<file path="config.mk">
export PLATFORM = sky130hd
export DESIGN_NAME = polygon_area_engine
export DESIGN_NICKNAME = d
export VERILOG_FILES = /design/src/rtl/polygon_area_engine.sv
export SDC_FILE = /design/constraint.sdc
export NUM_CORES = 1
export LEC_CHECK = 0
export CORE_MARGIN = 1.5
export CORE_UTILIZATION = 45
export CTS_CLUSTER_SIZE = 10
export DETAILED_ROUTE_END_ITERATION = 10
export PLACE_DENSITY = 0.66
export REMOVE_ABC_BUFFERS = 1
export SYNTH_ARGS = -nofsm -noshare
export SYNTH_HDL_FRONTEND = slang
export SYNTH_SLANG_ARGS = --single-unit
</file>
<file path="constraint.sdc">
create_clock -name clk -period 5.8 [get_ports clk]
set_input_delay 1.16 -clock clk [delete_from_list [all_inputs] [get_ports clk]]
set_output_delay 1.16 -clock clk [all_outputs]
set_load 0.01 [all_outputs]
</file>
<file path="src/rtl/polygon_area_engine.sv">
// Shoelace polygon area: collects NUM_VERT vertices, streams edge operands to an external cross unit, reports |sum|/2.
// Latency: out_valid NUM_VERT+2 cycles after last vertex accept (NUM_VERT+3 when CROSS_PIPE_EN is defined).
// Backpressure: in_ready high only while loading; low through CALC and DONE.
module polygon_area_engine #(
  parameter int NUM_VERT = 6,
  parameter int CW       = 11,
  parameter int RW       = 23,
  parameter int ACC_W    = 26
) (
  input  logic             clk,
  input  logic             reset,
  input  logic             in_valid,
  output logic             in_ready,
  input  logic [CW-1:0]    in_x,
  input  logic [CW-1:0]    in_y,
  output logic [CW-1:0]    cx0,
  output logic [CW-1:0]    cy0,
  output logic [CW-1:0]    cx1,
  output logic [CW-1:0]    cy1,
  input  logic [RW-1:0]    cross_res,
  output logic             out_valid,
  output logic [ACC_W-2:0] area,
  output logic             area_half
);

  localparam int IW = (NUM_VERT > 1) ? $clog2(NUM_VERT) : 1;
  localparam int EW = $clog2(NUM_VERT + 1);
`ifdef CROSS_PIPE_EN
  localparam int CALC_LAST = NUM_VERT;
`else
  localparam int CALC_LAST = NUM_VERT - 1;
`endif
  localparam logic [IW-1:0] VLAST = IW'(NUM_VERT - 1);
  localparam logic [EW-1:0] ELAST = EW'(CALC_LAST);
  localparam logic [EW-1:0] ENUM  = EW'(NUM_VERT);

  typedef struct packed {
    logic [CW-1:0] x;
    logic [CW-1:0] y;
  } vert_t;

  typedef enum logic [1:0] {LOAD, CALC, DONE} state_t;

  state_t           state;
  vert_t            v [NUM_VERT];
  logic [IW-1:0]    vcnt;
  logic [EW-1:0]    ecnt;
  logic [ACC_W-1:0] acc;
  logic [ACC_W-1:0] acc_abs;
  logic [ACC_W-1:0] res_ext;
  logic [IW-1:0]    cur_idx;
  logic [IW-1:0]    nxt_idx;
  logic             term_live;
  logic             add_en;
  logic             accept;

  // With a registered cross unit the result of term i lands one cycle later,
  // so the first CALC cycle carries no valid result.
`ifdef CROSS_PIPE_EN
  assign add_en = (ecnt != '0);
`else
  assign add_en = 1'b1;
`endif

  always_comb begin
    accept    = in_valid && in_ready && (state == LOAD);
    cur_idx   = ecnt[IW-1:0];
    nxt_idx   = (cur_idx == VLAST) ? '0 : cur_idx + IW'(1);
    term_live = (state == CALC) && (ecnt < ENUM);
    cx0 = '0;
    cy0 = '0;
    cx1 = '0;
    cy1 = '0;
    if (term_live) begin
      cx0 = v[cur_idx].x;
      cy0 = v[cur_idx].y;
      cx1 = v[nxt_idx].x;
      cy1 = v[nxt_idx].y;
    end
    res_ext = {{(ACC_W-RW){cross_res[RW-1]}}, cross_res};
    acc_abs = acc[ACC_W-1] ? ('0 - acc) : acc;
  end

  always_ff @(posedge clk) begin
    if (accept) begin
      v[vcnt] <= '{x: in_x, y: in_y};
    end
  end

  always_ff @(posedge clk) begin
    if (reset) begin
      state     <= LOAD;
      vcnt      <= '0;
      ecnt      <= '0;
      acc       <= '0;
      in_ready  <= 1'b1;
      out_valid <= 1'b0;
      area      <= '0;
      area_half <= 1'b0;
    end else begin
      out_valid <= 1'b0;
      case (state)
        LOAD: begin
          if (accept) begin
            if (vcnt == VLAST) begin
              vcnt     <= '0;
              ecnt     <= '0;
              acc      <= '0;
              in_ready <= 1'b0;
              state    <= CALC;
            end else begin
              vcnt <= vcnt + IW'(1);
            end
          end
        end
        CALC: begin
          if (add_en) begin
            acc <= acc + res_ext;
          end
          if (ecnt == ELAST) begin
            ecnt  <= '0;
            state <= DONE;
          end else begin
            ecnt <= ecnt + EW'(1);
          end
        end
        DONE: begin
          area      <= acc_abs[ACC_W-1:1];
          area_half <= acc_abs[0];
          out_valid <= 1'b1;
          in_ready  <= 1'b1;
          state     <= LOAD;
        end
        default: begin
          in_ready <= 1'b1;
          state    <= LOAD;
        end
      endcase
    end
  end

endmodule

</file>
[Yosys cells after proc, flatten, opt, wreduce, memory -nomap -nowiden]
Memories as Yosys holds them, arrays and structs flattened. A register that Yosys moved wholly into a read port is not among the register bits.
Index checks and enable logic that the tools add are counted.
Word-level totals
  register bits: 62
  RAM bits: 132
  input bits: 48
  output and inout port bits: 72
  memories kept: 1
Cells by class
  add/subtract/negate cells: 4
  order comparisons: 1
  eq/ne operators: 7
  muxes and demuxes: 25
  bitwise logic cells: 1
  reductions and logical operators: 9
Memories
  v: words 6, width 22, read ports 2, clocked after memory_dff 1, write ports 1, line 45  | vert_t v [NUM_VERT];
Operators with widths (count)
  26-bit 2-to-1 mux: 3
  26-bit one-hot mux with 2 select lines: 1
  11-bit 2-to-1 mux: 4
  26-bit adder: 1
  1-bit by 26-bit subtractor with 26-bit output (first input constant): 1
  3-bit 2-to-1 mux: 6
  3-bit AND reduction: 3
  3-bit by 1-bit adder with 3-bit output (second input constant): 2
  3-bit equality test (second input constant): 2
  2-bit 2-to-1 mux: 3
  3-bit one-hot mux with 2 select lines: 1
  1-bit 2-to-1 mux: 5
  2-bit by 1-bit != test with 1-bit output (second input constant): 2
  2-bit one-hot mux with 2 select lines: 1
  1-bit logical AND: 3
  3-bit less-than comparator (second input constant): 1
  2-bit by 1-bit equality test with 1-bit output (second input constant): 1
  2-bit equality test (second input constant): 1
  2-bit logical NOT: 1
  2-bit != test (second input constant): 1
  1-bit one-hot mux with 2 select lines: 1
  2-bit AND reduction: 1
  2-bit nonzero test: 1
  1-bit inverter: 1

[Logic depth before layout (Yosys ltp)]
  depth after elaboration: 6
  gate-level depth with buffers: 11

[Least setup slack after synthesis]
No wires, ideal clock.
  path kind: input port to flip-flop
  start point: input in_valid
  end point: memory v[3][0] (netlist bit) (enable)
  library setup time: 0.436 ns
  data arrival time: 3.397 ns
  data required time: 5.364 ns
  slack: 1.967 ns
  stages: 4
  path buffers: 0
  path through: nand2_1 nor3_1 nand2_1 nor3b_1
On the way
  cells in the longest elaborated chain, start to end: 4
RTL lines
  start, declared: line 12  | input logic in_valid,
  1-bit logical AND (2 in series): line 66  | accept = in_valid && in_ready && (state == LOAD);
  1-bit 2-to-1 mux: line 85  | if (accept) begin
  1-bit 2-to-1 mux (not written as such): line 86  | v[vcnt] <= '{x: in_x, y: in_y};
  end, declared: line 45
No other way between the ends.

[Final worst setup path]
  start point: register ecnt[1] (netlist: cur_idx[1])
  end point: output cy1[2]
On the way
  cells in the longest elaborated chain, start to end: 4
RTL lines
  start, declared: line 47  | logic [EW-1:0] ecnt;
  start signal, assigned: line 124  | ecnt <= ecnt + EW'(1);
  3-bit by 1-bit adder with 3-bit output / 3-bit equality test (equally long branches): line 68  | nxt_idx = (cur_idx == VLAST) ? '0 : cur_idx + IW'(1);
  3-bit 2-to-1 mux: line 68
  memory 6 x 22 bit
  11-bit 2-to-1 mux (*): line 74  | if (term_live) begin
  end, declared: line 19  | output logic [CW-1:0] cy1,
Mark *: on every way between the ends. The rest lies on a longest branch, timed or not.

==> results.md <==
* Area leader, netlist: edfxtp_1
* Final layout net count at 1102
* Worst-path clk slew at 70 ps
* Area share of the largest cell type after synthesis at 39.2%
* Most frequent cell after synthesis: nor2_1
* Die Width at 153 um
* DRT iter0 DRCs at 390
* GRT Total Usage at 20.5%
* CP max stage cell: dfxtp_2
* Most used routing layer: met2
* Pins Over Slew Limit at 0
* # DRC at 10
* Row cnt at 54
* Die area at 23400 um^2
* Setup TNS at 0 ps
* Worst Path Buf+Inv at 2
* Critical Path, Cell by Cell: buf_4, mux2i_1, nor2_1, a21oi_1, nor2_1, a21oi_1, nor2_1, clkdlybuf4s50_1
* Syn Std Cell Area at 10100 um^2
* 1st-pass router iterations at 8
* Worst relative slew slack at 20.8%
* Core footprint at 22000 um^2
* Die H at 153 um
* Post-synth EDFFs at 132
* Gr ovfl total at 0
* Avg Cell Area, Syn at 10.9 um^2
* Remaining antenna violation count at 0
* Post-synth ARST share at 0%
* Met2 Usage GRT at 37.2%
* Clk_lat worst skew at 430 ps
* Minimum clock period after layout at 4200 ps
* Number of library cell types mapped by synthesis at 63
* Clock tree sinks at 197
* Top Ports at 120
* Syn-to-layout area delta at 20.3%
* Num CTS Buffers at 17
* TritonCTS clock tree: yes
* Worst-path maximum fanout at 26
* Pwr per Cell Area at 235 nW/um^2
* Violated checks: DRC
* CP startpoint kind: register
* Worst path top cell family by delay: buffers and inverters
* Via count at 7334
* Required time of the critical path at 4640 ps
* Max-cap violation count at 0
* Critical Path AT at 3040 ps
* Most used cell, CP: nor2_1
* Clk root buf: clkbuf_16
* Fraction of layout cells with a size suffix above 1 at 9.23%
* Overall routed net length at 23.7 mm
* Hold WC Path Type: reg -> reg
* Fmax at 238 MHz
* Largest net degree at the start of global routing at 92
* Hpwl dp at 15.5 mm
* CP Class: reg -> out
* Via density at 5.56
* Synth top area cells: edfxtp_1 (39%), dfxtp_1 (13%), mux2i_1 (6.6%)
* Cell leakage power at 4.10 nW
* PostCTS Resize Cnt at 0
* Endpoints failing hold at 0
* Post-synthesis sequential area ratio at 52.0%
* Setup crit end kind: output port
* Initial antenna violation count at 0
* Hold_buf cts at 0
* RSZ-0062 raised after global routing: no
* Drt wl/cell at 18.0 um
* #FFs+latches synth at 197
* Met1 global-route usage at 26.2%
* Final period util at 72.4%
* Final Skew at 16.5 ps
* Post-synth top flop: edfxtp_1
* CTS H-tree lvls at 4
* Top cells by count, synth: nor2_1 (139), edfxtp_1 (132), a21oi_1 (87)
* Final setup viols at 0
* Longest Clk Path Bufs at 2
* Final Cell Area at 12200 um^2
* Max VDD drop at 204 uV
* Status: finished with violations
* GRT met3 Usage at 2.47%
* Global-route wire length before repair at 37.4 mm
* ANT cells at 0
* Slew @ Worst Pin at 1190 ps
* YS warnings at 0
* Vias in the first global route at 7106
* Post-place instance area at 11600 um^2
* Gpl congestion at 0.868
* Post-CTS Setup Inserts at 0
* CP max stage delay at 790 ps
* Port buffer count at 119
* Total power at 2.86 mW
* Post-layout util at 55.4%
* Initial Util at 46.1%
* Post-synthesis cell count at 931
## registers in the layout (all words and copies together) (netlist names), 2 cells and up, named ones only
name     cells
acc         26
area        25
cur_idx      3
state        2
v          132
vcnt         3
## through the flow
step	hold WS [ps]	setup slack, ps	instances
after floorplan	470	1850	870
after global placement	442	1500	1288
after detailed placement	449	1460	1288
after CTS	459	1550	1320
after global routing	491	1390	1320
final	458	1600	1320
## path summary, 6_finish.rpt
path	start	end	slack, ps	cells past startpoint
setup reg to reg	acc[0]	acc[24]	2550	11
setup / recovery	cur_idx[1]	cy1[2]	1600	8
hold / removal	area_half	area_half	460	2
hold reg to reg	area_half	area_half	460	2
## where the power goes
| part | internal (mW) | leakage, nW | switching [mW] |
|---|---|---|---|
| Combinational | 0.0715 | 2.08 | 0.0830 |
| Clock | 0.614 | 0.286 | 0.555 |
| Sequential | 1.53 | 1.73 | 0.0134 |
## placed cells by master, fill, tap and decap left out, types with 5 or more instances in the layout
cell type | Yosys | routed
nor2b_1 | 10 | 9
nand3_1 | 5 | 5
inv_1 | 8 | 8
a211oi_1 | 39 | 39
clkbuf_16 | 0 | 17
o21ai_0 | 43 | 43
xnor2_1 | 16 | 16
nand2b_1 | 8 | 8
a22oi_1 | 5 | 5
or3_1 | 8 | 8
ha_1 | 26 | 26
mux2i_1 | 67 | 67
inv_8 | 0 | 6
clkdlybuf4s50_1 | 0 | 118
nor3_1 | 9 | 7
a21oi_1 | 87 | 87
xor2_1 | 23 | 23
a21o_1 | 5 | 5
buf_4 | 3 | 19
nor2_1 | 139 | 138
edfxtp_1 | 132 | 132
dfxtp_1 | 65 | 62
a22o_1 | 12 | 12
o31ai_1 | 8 | 8
mux4_2 | 22 | 22
nand2_1 | 71 | 71
## area by class of cell
type	instances	area (um^2)
Fill cell	1915	9780
Sequential cell	197	5270
Multi-Input combinational cell	665	4610
Timing Repair Buffer	138	1330
Clock buffer	17	425
Tap cell	280	350
Clock inverter	15	158
Inverter	8	30.0
## worst register-to-register path: cells and delay by family (launching register included)
| kind | cells | cell delay, ps |
|---|---|---|
| DFF | 1 | 430 |
| buffers and inverters | 1 | 70 |
| adders and majority gates | 2 | 630 |
| and+or+nand+nor | 3 | 650 |
| AOI/OAI and AO/OA | 5 | 1360 |
## routing by layer
layer / up-vias / part of all wire (%)
met2: 165 / 51
met5: - / 0
met1: 3521 / 45
met4: 0 / 0.57
met3: 11 / 3.7
li1: 3637 / -
## cells by family after synthesis
kind of cell	count (synthesis)	synth area share, %
buf+inv	69	2.74
compound gates	226	14.2
fa+ha+maj	27	3.41
mux	90	11.6
flops	197	52.0
simple gates	283	12.6
xor+xnor	39	3.37
Note: power is estimated with default switching activity, not from simulation.
==> patch (same settings) <==
Change the parameter `CW` from 11 to 10.
--- a/src/rtl/polygon_area_engine.sv
+++ b/src/rtl/polygon_area_engine.sv
@@ -3,7 +3,7 @@
 // Backpressure: in_ready high only while loading; low through CALC and DONE.
 module polygon_area_engine #(
   parameter int NUM_VERT = 6,
-  parameter int CW       = 11,
+  parameter int CW       = 10,
   parameter int RW       = 23,
   parameter int ACC_W    = 26
 ) (
Ports: changed (6 resized); port bits go from 120 to 114. No check against the original RTL was run, so the function may have changed too.
==> patch against the unedited design <==
  * First-iteration DRC count grew 3.1%
  * Sequential cell count shrank 12
  * Global-route usage grew 0.46 points
  * Synthesized area shrank 5.7%
  * Hold slack lost 0.00088 ns
  * Largest cell class unchanged
  * Count of clock-buffer cells in the layout is the same
  * Power shrank 3.7%
  * Worst setup slack gained 0.0025 ns
  * Sequential power shrank 6%
  * Largest power group unchanged
  * Design area shrank 5.2%
  * Routed wire length shrank 6.7%
==> patch: results <==
group,metric,value,unit
run_status,run_status,"finished, final reports clean",
clocking,cts-root-buf,"clkbuf_16",
clocking,numClockSinks,185,
grt,grt_max_degree,65,
grt,grt_pass1_wl,35800,um
synth,synth.most_common_cell,"nor2_1",
pwr,ir_worst_vdd,192,uV
setup_path,reg2reg_slack,2.79,ns
final_layout,diodes,0,
synth,synth_ff_type,"edfxtp_1",
sta,relSlewSlack,25.8,%
setup_path,cp_max_fo,40,
setup_path,worstSetupPathType,"flip-flop to output pin",
final_layout,fill_cells,1858,
clocking,clk_latency,0.43,ns
synth,ys_top_cells_by_count,"nor2_1, edfxtp_1, a21oi_1, nand2_1, dfxtp_1",
sta,setup_viol,0,
placed_design,hpwl,14800,um
setup_path,cp-startpoint,"state[0]",
worst_hold_path,worstHoldStart,"area[15]",
synth,synth_cell_type_count,48,
detailed_routing,drc,0,
detailed_routing,wl_per_cell,17.1,um
synth,avgSynthCellArea,10.4,um2
clocking,clk_pin_slew_worst_paths,0.07,ns
placed_design,place_congestion,0.843,
placed_design,io_buffers,113,
setup_path,crit-reg2reg-launch,"acc[2]",
clocking,ctsResizeCount,0,
detailed_routing,viasPerCell,5.51,
clocking,cts_buffers,17,
detailed_routing,dr.pass1.iters,5,
final_layout,drive_gt1_share,7.94,%
synth,synth-edff-count,120,
final_layout,finalNetCount,1080,
sta,finClkSkew,0.0114,ns
detailed_routing,drt_first_iter_violations,402,
grt,antenna_found_initial,0,
final_layout,finalNonFillerCells,1295,
final_layout,reg.largest.list,"v (120), acc (26), area (25)",
synth,synth_area_leaders,"edfxtp_1, dfxtp_1, mux2i_1, nor2_1, mux4_2",
worst_hold_path,min-delay-path-class,"flip-flop to flip-flop",
pwr,p_leak,0.00391,uW
synth,ys_seq_area_share,51.4,%
grt,grt_usage,20.9,%
setup_path,arrival,3.04,ns
setup_path,reg2reg_depth,8,
grt,grt_pass1_vias,6882,
worst_hold_path,whs_endpoint,"area[15]",
setup_path,timing.rr.end,"area[22]",
worst_hold_path,worstHoldPathCells,2,
synth,synth-warning-count,0,
==> patch: cell types whose count changed after synthesis, moves of 7 or more <==
cell,before,now
o21ai_0,43,57
edfxtp_1,132,120
buf_1,6,13
nand2_1,71,82
and3_1,2,10
a22o_1,12,0
==> patch: worst max-delay path by stage <==
| stage | end | slack, ns | cells after the start |
|---|---|---|---|
| after detailed placement | acc[22] | 1.87 | 12 |
| after floorplan | cx1[0] | 2.05 | 3 |
| after global placement | acc[24] | 1.95 | 12 |
| after global routing | cy0[7] | 1.35 | 6 |
| after CTS | cy0[3] | 1.58 | 5 |
| final | cy0[4] | 1.60 | 6 |
==> patch: worst max-delay path, stage by stage (launching register included) <==
cell and delay, ns:
dfxtp_1 0.49, inv_1 0.11, nor2_1 0.59, nand2_1 0.10, buf_4 0.31, a211oi_1 0.38, clkdlybuf4s50_1 0.62
==> patch: cell type report <==
class                           instances  area (um2)  area share, %
Sequential cell                       185        4910           42.5
Clock inverter                         15         174           1.51
Clock buffer                           17         425           3.69
Timing Repair Buffer                  128        1240           10.7
Tap cell                              275         344           2.98
Inverter                               14        52.6          0.455
Multi-Input combinational cell        661        4390           38.1
==> patch: through the flow <==
step                hold slack (ns)  setup WS (ns)  area, um2  utilization [%]
floorplan                     0.467           2.05       9340                -
finish                        0.457           1.60      11500             55.2
CTS                           0.459           1.58      11500             55.2
global route                  0.475           1.35      11500             55.2
global placement              0.443           1.95      10900             52.4
detailed placement            0.447           1.87      10900             52.4
==> patch: per-layer routing <==
| metal | routed length, um | vias to the layer above | GRT usage, % | share of wire, % |
|---|---|---|---|---|
| met5 | 0 | - | 0 | 0 |
| met4 | 272 | 0 | 5.64 | 1.2 |
| met3 | 1070 | 22 | 3.37 | 4.8 |
| met2 | 10800 | 186 | 35.7 | 49 |
| met1 | 9950 | 3388 | 27.7 | 45 |
| li1 | - | 3544 | - | - |
==> patch: cell families after synthesis <==
logic type / after synthesis / share of synthesized area [%]
AND/OR/NAND/NOR: 286 / 13.1
AO/OA/AOI/OAI: 227 / 14.5
flip-flops: 185 / 51.4
multiplexers: 81 / 11.1
buffers and inverters: 68 / 2.67
XOR/XNOR: 40 / 3.67
adder cells (fa/ha/maj): 27 / 3.62
==> patch: power by group <==
group / switching, uW / internal (uW) / leakage [uW]
Combinational: 81.1 / 69.8 / 0.00200
Sequential: 13.1 / 1430 / 0.00162
Clock: 544 / 620 / 0.000293
